==> src/rtl/frame_ram_ctrl.sv <==
// Single-port frame RAM sequencer: camera capture writes take priority, random reads are arbitrated in between.
// Optional build macro FRAME_RAM_CTRL_CONT_EN selects continuous (wrapping) capture instead of single-shot.
module frame_ram_ctrl #(
  parameter int WORD_DEPTH  = 76800,
  parameter int ADDR_W      = 19,
  parameter int DATA_W      = 12,
  parameter int MAX_RD_WAIT = 8
) (
  input  logic              clk_i,
  input  logic              rst,
  input  logic              cap_start_i,
  input  logic              cap_valid_i,
  input  logic [DATA_W-1:0] cap_data_i,
  output logic              cap_ready_o,
  input  logic              rd_req_i,
  input  logic [ADDR_W-1:0] rd_adr_i,
  output logic              rd_ack_o,
  output logic [DATA_W-1:0] rd_dat_o,
  output logic              frame_done_o,
  output logic              busy_o,
  output logic              ram_we_o,
  output logic              ram_re_o,
  output logic [ADDR_W-1:0] ram_adr_o,
  output logic [DATA_W-1:0] ram_dat_o,
  input  logic [DATA_W-1:0] ram_dat_i
);

  localparam int WAIT_W = $clog2(MAX_RD_WAIT + 1);
  localparam logic [ADDR_W-1:0] LAST_ADR = ADDR_W'(WORD_DEPTH - 1);
  localparam logic [WAIT_W-1:0] WAIT_MAX = WAIT_W'(MAX_RD_WAIT);

  typedef enum logic [1:0] {IDLE, CAPTURE, DONE} state_t;

  state_t            state;
  logic [ADDR_W-1:0] wr_cnt;
  logic [WAIT_W-1:0] rd_wait;
  logic              force_rd;
  logic              grant_wr;
  logic              grant_rd;

  // NOTE: reset is synchronous, so the combinational grants are gated with rst to keep the RAM idle during the reset cycle itself.
  always_comb begin
    force_rd    = rd_req_i & ~rd_ack_o & (rd_wait >= WAIT_MAX);
    cap_ready_o = ~rst & (state == CAPTURE) & ~force_rd & ~cap_start_i;
    grant_wr    = cap_valid_i & cap_ready_o;
    grant_rd    = ~rst & rd_req_i & ~rd_ack_o & ~grant_wr;
    ram_we_o    = grant_wr;
    ram_re_o    = grant_rd;
    ram_adr_o   = '0;
    if (!rst) ram_adr_o = grant_rd ? rd_adr_i : wr_cnt;
    busy_o      = ~rst & (state == CAPTURE);
  end

  assign rd_dat_o  = ram_dat_i;
  assign ram_dat_o = cap_data_i;

  always_ff @(posedge clk_i) begin
    if (rst) begin
      state        <= IDLE;
      wr_cnt       <= '0;
      rd_wait      <= '0;
      rd_ack_o     <= 1'b0;
      frame_done_o <= 1'b0;
    end else begin
      // RAM read data is registered, so the ack lands exactly one cycle after the grant.
      rd_ack_o <= grant_rd;

      if (grant_rd || !rd_req_i)
        rd_wait <= '0;
      else if (!rd_ack_o && rd_wait < WAIT_MAX)
        rd_wait <= rd_wait + WAIT_W'(1);

`ifdef FRAME_RAM_CTRL_CONT_EN
      frame_done_o <= 1'b0;
`endif

      if (cap_start_i) begin
        state        <= CAPTURE;
        wr_cnt       <= '0;
        frame_done_o <= 1'b0;
      end else if (grant_wr) begin
        if (wr_cnt == LAST_ADR) begin
          frame_done_o <= 1'b1;
`ifdef FRAME_RAM_CTRL_CONT_EN
          wr_cnt <= '0;
`else
          state  <= DONE;
`endif
        end else begin
          wr_cnt <= wr_cnt + ADDR_W'(1);
        end
      end
    end
  end

endmodule

==> config.mk <==
export PLATFORM = sky130hd
export DESIGN_NAME = frame_ram_ctrl
export DESIGN_NICKNAME = d
export VERILOG_FILES = /design/src/rtl/frame_ram_ctrl.sv
export SDC_FILE = /design/constraint.sdc
export NUM_CORES = 1
export LEC_CHECK = 0
export ABC_AREA = 1
export CAP_MARGIN = 20
export CORE_ASPECT_RATIO = 0.8
export CORE_UTILIZATION = 41
export DETAILED_ROUTE_END_ITERATION = 10
export PLACE_DENSITY = 0.88
export SYNTH_ARGS = -nofsm -noshare
export SYNTH_HDL_FRONTEND = slang
export SYNTH_SLANG_ARGS = --single-unit
==> constraint.sdc <==
create_clock -name clk_i -period 1.89 [get_ports clk_i]
set_input_delay 0.4725 -clock clk_i [delete_from_list [all_inputs] [get_ports clk_i]]
set_output_delay 0.4725 -clock clk_i [all_outputs]
set_load 0.03 [all_outputs]
; Word level (Yosys, flattened, before mapping)
; Cells that the tools add are included.
; Widths: inputs -> output; s select.
[word_totals]
reg_bits = 26
latchBits = 0
ram_bits = 0
romBits = 0
in_bits = 48
output_inout_bits = 49
word_cells = 42
mem_count = 0
[classes]
n_addsub = 2
mul = 0
n_div = 0
order_cmp = 2
eq_ne = 2
shifts = 0
muxes = 5
bitwise_logic = 15
reduce_logical = 11
[ops]
columns = cell, n
row1 = $mux 19, 2
row2 = $add 19x1->19 const B, 1
row3 = $eq 19x17->1 const B, 1
row4 = $and 1x1->1, 9
row5 = $not 1->1, 6
row6 = $reduce_and 2->1, 3
row7 = $add 4x1->4 const B, 1
row8 = $ge 4x4->1 const B, 1
row9 = $lt 4x4->1 const B, 1
row10 = $reduce_bool 2->1, 2
row11 = $reduce_or 2->1, 2
row12 = $mux 1, 3
row13 = $eq 2x1->1 const B, 1
row14 = $logic_not 1->1, 2
row15 = $logic_and 1x1->1, 1
row16 = $logic_or 1x1->1, 1

; Longest topological paths before layout
; Gate-level depths: netlist (run 1).
[logic_depth]
depth_word = 11
ltp_mapped = 10
depth_no_buf = 9

; Worst setup path after synthesis (run 1)
; No wires, ideal clock.
[synth_timing]
path_type = flip-flop to output port
from = register rd_ack_o
to = output port ram_adr_o[0]
arrival_ns = 1.832
required_time_ns = 1.417
slack_ns = -0.414
path_stages_with_launch = 9
path_buffers = 0
path_cell_list = dfxtp_1 inv_1 nand3_1 nand4_2 nand2_2 inv_2 nor2_4 inv_2 o21ai_0
[synth_via]
elab_chain_len = 11
elab_cells_between_ends = 12
cone_classes = 2 x mux / 10 x bitwise
[synth_lines]
columns = element, line_no
row1 = "start, declared", 17  ; output logic rd_ack_o,
row2 = "start signal, assigned", 66  ; rd_ack_o <= grant_rd;
row3 = $not 1->1 *, "43, 46"
row4 = $and 1x1->1 (2 in a row), 43  ; force_rd = rd_req_i & ~rd_ack_o & (rd_wait >= WAIT_MAX);
row5 = $not 1->1, 44  ; cap_ready_o = ~rst & (state == CAPTURE) & ~force_rd & ~cap_start_i;
row6 = $and 1x1->1 (2 in a row), 44
row7 = $and 1x1->1, 45  ; grant_wr = cap_valid_i & cap_ready_o;
row8 = $not 1->1, 46  ; grant_rd = ~rst & rd_req_i & ~rd_ack_o & ~grant_wr;
row9 = $and 1x1->1 *, 46
row10 = $mux 19 * (2 in a row), 50  ; if (!rst) ram_adr_o = grant_rd ? rd_adr_i : wr_cnt;
row11 = "end, declared", 23  ; output logic [ADDR_W-1:0] ram_adr_o,
; Every way passes the cells marked *; elsewhere a longest branch is shown, timed or not.

; Worst setup path after layout (run 1)
[layout_timing]
from = input port cap_start_i
to = output port ram_adr_o[17]
[layout_via]
elab_chain_len = 7
[layout_lines]
columns = element, line_no
row1 = "start, declared", 11  ; input logic cap_start_i,
row2 = $not 1->1, 44
row3 = $and 1x1->1, 44
row4 = $and 1x1->1, 45
row5 = $not 1->1, 46
row6 = $and 1x1->1, 46
row7 = $mux 19 (2 in a row), 50
; No other way between the ends.

==> summary.txt, run 1 <==
Layout
  • Most common cell after layout, fill and taps aside: nand2_1
  • Final non-filler cell total: 406
  • Nets@finish: 398
  • Fraction of layout cells with a size suffix above 1: 35.3%
  • Most frequent cells in the layout: nand2_1 (64), nor2_1 (29), inv_1 (26)
  • Fill cell total of the finished layout: 347
  • FF+latch area: 526 µm²
  • Diodes inserted: 0
  • Multi-input logic area: 1280 µm²
  • Area Growth Syn to Fin: 46.6%
  • Fin area: 2860 µm²

STA
  • Tightest Pin Transition: 322 ps
  • Setup WS post-layout: -247 ps
  • RSZ-0062 raised after global routing: yes
  • Max-slew headroom: 78.5%
  • Crit share post-route: 113%
  • Final Hold Vio Count: 0
  • Fin crit period: 2140 ps
  • Worst hold slack: 536 ps
  • Endpoints failing setup: 21
  • Worst clock skew: 12.5 ps
  • Final Slew Violations: 0
  • Fmax: 468 MHz

Clocking
  • Clock Latency Late Sink: 280 ps
  • Clk root buf: clkbuf_8
  • CTS Buffer Depth: 2
  • Clock edge transition at the registers on the reported setup and hold paths: 100 ps
  • Total CTS buffers: 3
  • CTS tree: yes
  • Clock sink count: 26
  • H-tree levels: 1

Die
  • IO Pins: 97
  • Cell Rows: 22
  • Die Wd: 79.1 µm
  • Die area: 5030 µm²
  • Area of the core: 4570 µm²
  • Initial Util: 42.6%
  • Die height: 63.7 µm

Setup path
  • Worst Path Required: 1420 ps
  • R2r setup slk: 140 ps
  • CP bufs+invs: 5
  • CP endpoint kind: output pin
  • Worst Path Max Fanout: 8
  • Startpoint types: primary input
  • Max incr delay on CP: 210 ps
  • Worst path cell trace: clkdlybuf4s15_2 > nor2_4 > nand4_4 > nand2_2 > inv_2 > nor2_4 > buf_4 > inv_8 > o21ai_4 > buf_6
  • CP Data Arrival Time: 1660 ps
  • Kind of critical path: primary input to output pin
  • CP max-delay cell: clkdlybuf4s15_2
  • CP top delay family: buffers and inverters
  • Critical Path Most Common Cell: nor2_4

Global routing
  • Largest net degree at the start of global routing: 16
  • Number of global-route vias before repair: 1920
  • Tot GR Track Use: 21.6%
  • First-pass GRT wire length: 8670 µm
  • GRT overflow: 0
  • Initial antenna violation count: 0

Routing
  • WL per Instance: 14.7 µm
  • Vias per cell: 5.24
  • Drt total wl: 5960 µm
  • Number of nets with antenna violations after routing: 0
  • Residual DRC: 0
  • 1st-iter DRT viols: 177
  • Via count: 2129
  • DRT Pass-1 Iters: 5

Yosys
  • Avg Inst Size Synth: 6.58 µm²
  • Cell taking the most area after synthesis: dfxtp_1
  • Netlist Area Pre-Place: 1950 µm²
  • Sequential share of the synthesized area: 26.7%
  • Post-synth cell types: 26
  • Syn_nets: 347
  • Synthesized instance count: 296
  • Post-synth top area share: 26.7%
  • Synth Register Bits: 26
  • Largest cells by area after synthesis: dfxtp_1 (27%), nand2_1 (16%), buf_4 (9.6%), nor2_1 (6.0%), inv_1 (5.6%)
  • Yosys warns: 0

Placement
  • DP Cell Count: 386
  • IO Port Bufs: 48
  • Pre-CTS setup slack: -551 ps
  • Area after DPL: 2410 µm²
  • GPL Wtd Cong: 0.921
  • Dpl hpwl: 3640 µm

Run status
  • Status: finished, violations left
  • Failing checks: negative setup slack

Power
  • Max VDD drop: 0.386 mV
  • Pwr Density: 475 nW/µm²
  • Leakage power: 1.14 nW

Hold path
  • Hold crit path type: flop to flop

Run
  • Max-cap violations: 0
==> layer usage <==
layer	vias up	wire length [µm]	track usage (%)
li1	1013	-	-
met1	982	2360	26.8
met2	112	2920	35.3
met3	22	503	6.23
met4	0	176	7.73
met5	-	0	0
==> cells in the mapped netlist (all sizes together) <==
library cell  instances
a21oi                20
a41oi                 1
buf                  30
clkbuf                1
dfxtp                26
ha                    3
inv                  32
nand2                86
nand3                21
nand4                 5
nor2                 37
nor3                  3
o21ai                19
xnor2                 2
xor2                 10
==> cells by family (layout without fill, tap and decap cells) <==
| logic type | count (synthesis) | in the layout | synth area share (%) |
|---|---|---|---|
| AOI/OAI and AO/OA | 40 | 40 | 13.0 |
| xor gates and xnor gates | 12 | 12 | 5.39 |
| adders and majority gates | 3 | 3 | 1.93 |
| buffers and inverters | 63 | 113 | 18.2 |
| DFF | 26 | 26 | 26.7 |
| and+or+nand+nor | 152 | 152 | 34.7 |
==> power by group <==
group	leakage [nW]	internal [mW]	switching, mW
logic	0.893	0.157	0.177
registers	0.212	0.553	0.00409
clock network	0.0357	0.284	0.182
total	1.14	0.994	0.363
==> worst register-to-register path, stage by stage, from the launching register on <==
cell and delay (ps):
dfxtp_2 350, inv_2 50, nor2_4 110, buf_4 120, buf_4 80, buf_4 100
nand3_4 70, nor2_4 120, buf_4 160, nand3_1 110, o21ai_0 260, a21oi_1 90
==> area by class of cell <==
| cell class | count | area share, % |
|---|---|---|
| Tap cell | 60 | 2.63 |
| Multi-Input combinational cell | 207 | 44.7 |
| Sequential cell | 26 | 18.4 |
| Clock inverter | 1 | 1.05 |
| Clock buffer | 3 | 1.45 |
| Timing Repair Buffer | 76 | 27.0 |
| Timing Repair inverter | 1 | 0.307 |
| Inverter | 32 | 4.47 |
==> per-stage QoR <==
| stage | setup TNS (ps) | util, % | total power, mW |
|---|---|---|---|
| 2_1_floorplan | -596 | - | 0.799 |
| 3_3_place_gp | -13400 | 52.7 | 0.809 |
| 3_5_place_dp | -14150 | 52.7 | 0.812 |
| 4_1_cts | -5630 | 58.2 | 1.31 |
| 5_1_grt | -5700 | 62.5 | 1.40 |
| 6_report | -4160 | 62.5 | 1.36 |
==> worst paths after layout <==
check,startpoint,to,cells past startpoint
max,cap_start_i,ram_adr_o[17],10
min,wr_cnt[1]$_SDFFE_PP0P_,wr_cnt[1]$_SDFFE_PP0P_,2
max reg2reg,state[0]$_SDFFE_PP0P_,wr_cnt[8]$_SDFFE_PP0P_,11
min reg2reg,wr_cnt[1]$_SDFFE_PP0P_,wr_cnt[1]$_SDFFE_PP0P_,2
==> registers in the layout, summed over array words and instances (netlist names) <==
register  flops
rd_ack_o      1
rd_wait       4
state         2
wr_cnt       19
==> what timing repair did <==
item,CTS,global route
pin swaps,7,8
hold buffers,0,0
resized for setup,46,35
setup endpoints to repair,23,36
setup buffers,9,7
gates cloned,1,2
Note: power is estimated with default switching activity, not from simulation.
==> run 2: changes to the inputs <==
CORE_ASPECT_RATIO = 1.1   (was 0.8)
CORE_UTILIZATION = 37   (was 41)
GPL_ROUTABILITY_DRIVEN = 0   (was not set)
PLACE_DENSITY = 0.84   (was 0.88)
clock period = 1.8 ns   (was 1.89 ns; I/O delays follow)
==> run 2 against run 1 <==
Compared with the run above:
- the run ends with design-rule violations, negative setup slack left
- worst setup slack got worse by 62 ps
- critical endpoint is now ram_adr_o[5]
- largest power group unchanged
- via count shrank 2.5%
- largest cell class unchanged
- combinational power decreased by 4%
- register-to-register slack gained 20 ps
==> summary.txt, run 2 (synthesized netlist as in run 1, its figures left out) <==
Run status
  • Status: finished, violations left
  • Failing checks: design-rule violations, negative setup slack

Placement
  • Dpl hpwl: 3700 µm
  • DP Cell Count: 388
  • IO Port Bufs: 48
  • Pre-CTS setup slack: -608 ps

Global routing
  • Initial antenna violation count: 0
  • Tot GR Track Use: 19.1%
  • GRT overflow: 0
  • First-pass GRT wire length: 8470 µm
  • Number of global-route vias before repair: 1955
  • Largest net degree at the start of global routing: 16

Clocking
  • CTS tree: yes
  • Clock edge transition at the registers on the reported setup and hold paths: 90 ps
  • CTS Buffer Depth: 2
  • Clock sink count: 26
  • Total CTS buffers: 3
  • Clock Latency Late Sink: 270 ps
  • Clk root buf: clkbuf_8
  • H-tree levels: 1

Setup path
  • Worst r2r src: wr_cnt[1]$_SDFFE_PP0P_
  • Max incr delay on CP: 350 ps
  • R2R Path End: wr_cnt[15]$_SDFFE_PP0P_
  • CP endpoint kind: output pin
  • Worst path cell trace: inv_2 > nand3_4 > nand4_4 > nand2_2 > inv_2 > nor2_4 > buf_6 > nand2_1 > nand2_1 > buf_6
  • Startpoint types: flop
  • R2r setup slk: 160 ps
  • CP bufs+invs: 4
  • CP top delay family: simple AND/OR/NAND/NOR gates
  • Worst Path Max Fanout: 5
  • Worst Path Required: 1350 ps
  • Reg2reg path depth: 9
  • CP Data Arrival Time: 1660 ps
  • Kind of critical path: flop to output pin
  • CP max-delay cell: dfxtp_2

Power
  • Pwr Density: 502 nW/µm²
  • Max VDD drop: 0.297 mV
  • Clock power share: 35.2%
  • Int Power: 1.03 mW
  • Leakage power: 1.10 nW
  • Sequential Power Share: 41.9%
  • Sw frac: 26.2%
  • Switching pwr: 365 µW
  • Combinational group share of total power: 22.9%

Routing
  • WL per Instance: 13.3 µm
  • Via count: 2076
  • Vias per cell: 5.11
  • Residual DRC: 10
  • DRT Pass-1 Iters: 7
  • Drt total wl: 5390 µm
  • 1st-iter DRT viols: 113
  • Number of nets with antenna violations after routing: 0

STA
  • Setup_tns: -5360 ps
  • RSZ-0062 raised after global routing: yes
  • Fmax: 474 MHz
  • Endpoints failing setup: 20
  • Max-slew headroom: 79.5%
  • Crit share post-route: 117%
  • Final Slew Violations: 0
  • Final Hold Vio Count: 0
  • Setup WS post-layout: -309 ps
  • Fin crit period: 2110 ps
  • Tightest Pin Transition: 309 ps
  • Worst clock skew: 3.14 ps

Die
  • Die height: 78.1 µm
  • Area of the core: 5030 µm²
  • Die Wd: 71.2 µm
  • IO Pins: 97
  • Cell Rows: 27
  • Initial Util: 38.7%
  • Die area: 5560 µm²

Hold path
  • Hold crit path type: primary input to flop
  • Worst Hold End: state[0]$_SDFFE_PP0P_
  • Hold depth: 3
  • Hold Crit Start: cap_start_i

Layout
  • Area Growth Syn to Fin: 42.4%
  • Max FFs per register: 19
  • Fraction of layout cells with a size suffix above 1: 31.6%
  • Largest regs: wr_cnt x19, rd_wait x4, state x2
  • Nets@finish: 400
  • Final non-filler cell total: 406
  • Diodes inserted: 0
  • Most common cell after layout, fill and taps aside: nand2_1
  • Final core occ: 55.1%
  • Most frequent cells in the layout: nand2_1 (76), nor2_1 (29), buf_4 (28)
  • Biggest register: wr_cnt

Run
  • Max-cap violations: 0
[run 2: cell types whose count changed in the layout (fill, tap and decap cells not counted), sizes merged]
cell	before	now
buf	50	56
clkbuf	5	3
clkdlybuf4s15	2	1
dlymetal6s2s	1	0
[run 2: area by class of cell]
type | count | area [µm²]
clock buffers | 3 | 41.3
clock inverters | 1 | 30.0
fillers | 462 | 2260
inverters | 32 | 128
multi-input cells | 207 | 1230
flip-flops and latches | 26 | 524
well taps | 58 | 72.6
repair buffers | 78 | 737
repair inverters | 1 | 8.76
[run 2: worst max-delay path by stage]
stage,start,to,slack (ps),depth (start not counted)
2_1_floorplan,cap_start_i,ram_adr_o[10],-100,8
3_3_place_gp,rst,ram_adr_o[11],-590,9
3_5_place_dp,rst,ram_adr_o[9],-610,9
4_1_cts,state[0]$_SDFFE_PP0P_,ram_adr_o[5],-350,10
5_1_grt,rd_ack_o$_SDFF_PP0_,ram_adr_o[5],-380,10
6_report,rd_ack_o$_SDFF_PP0_,ram_adr_o[5],-310,10
[run 2: what timing repair did]
item	CTS	global route
buffers inserted	7	7
cloned	1	0
endpoints found under the setup margin	28	21
pin swaps	9	10
hold buffers	0	0
resized for setup	49	13
[run 2: power groups by stage]
stage	Combinational, mW	Sequential (mW)	Clock [mW]
3_3_place_gp	0.260	0.597	0
6_report	0.319	0.585	0.491
5_1_grt	0.337	0.585	0.518
2_1_floorplan	0.240	0.600	0
4_1_cts	0.298	0.584	0.493
3_5_place_dp	0.264	0.597	0
[run 2: through the flow]
stage	area, µm²	power (mW)	hold slack, ps
after CTS	2690	1.38	503
after global placement	2450	0.857	479
after detailed placement	2450	0.861	496
after global routing	2770	1.44	490
final	2770	1.39	443
after floorplan	2060	0.840	455
[run 2: metal layers]
layer	part of all wire, %	track usage [%]	vias up
met5	0	0	-
met2	54	34.3	80
met1	39	21.7	967
met4	1.8	7.60	0
met3	5.7	3.98	13
li1	-	-	1016
[run 2: worst register-to-register path, cell delays in order, from the launching register on]
cell     delay [ps]
dfxtp_1         400
ha_1            220
nand3_2         160
inv_1           110
nand2_1          90
nor2_2          130
nor2_1           60
buf_4           170
a21oi_1         130
nor2_1           60
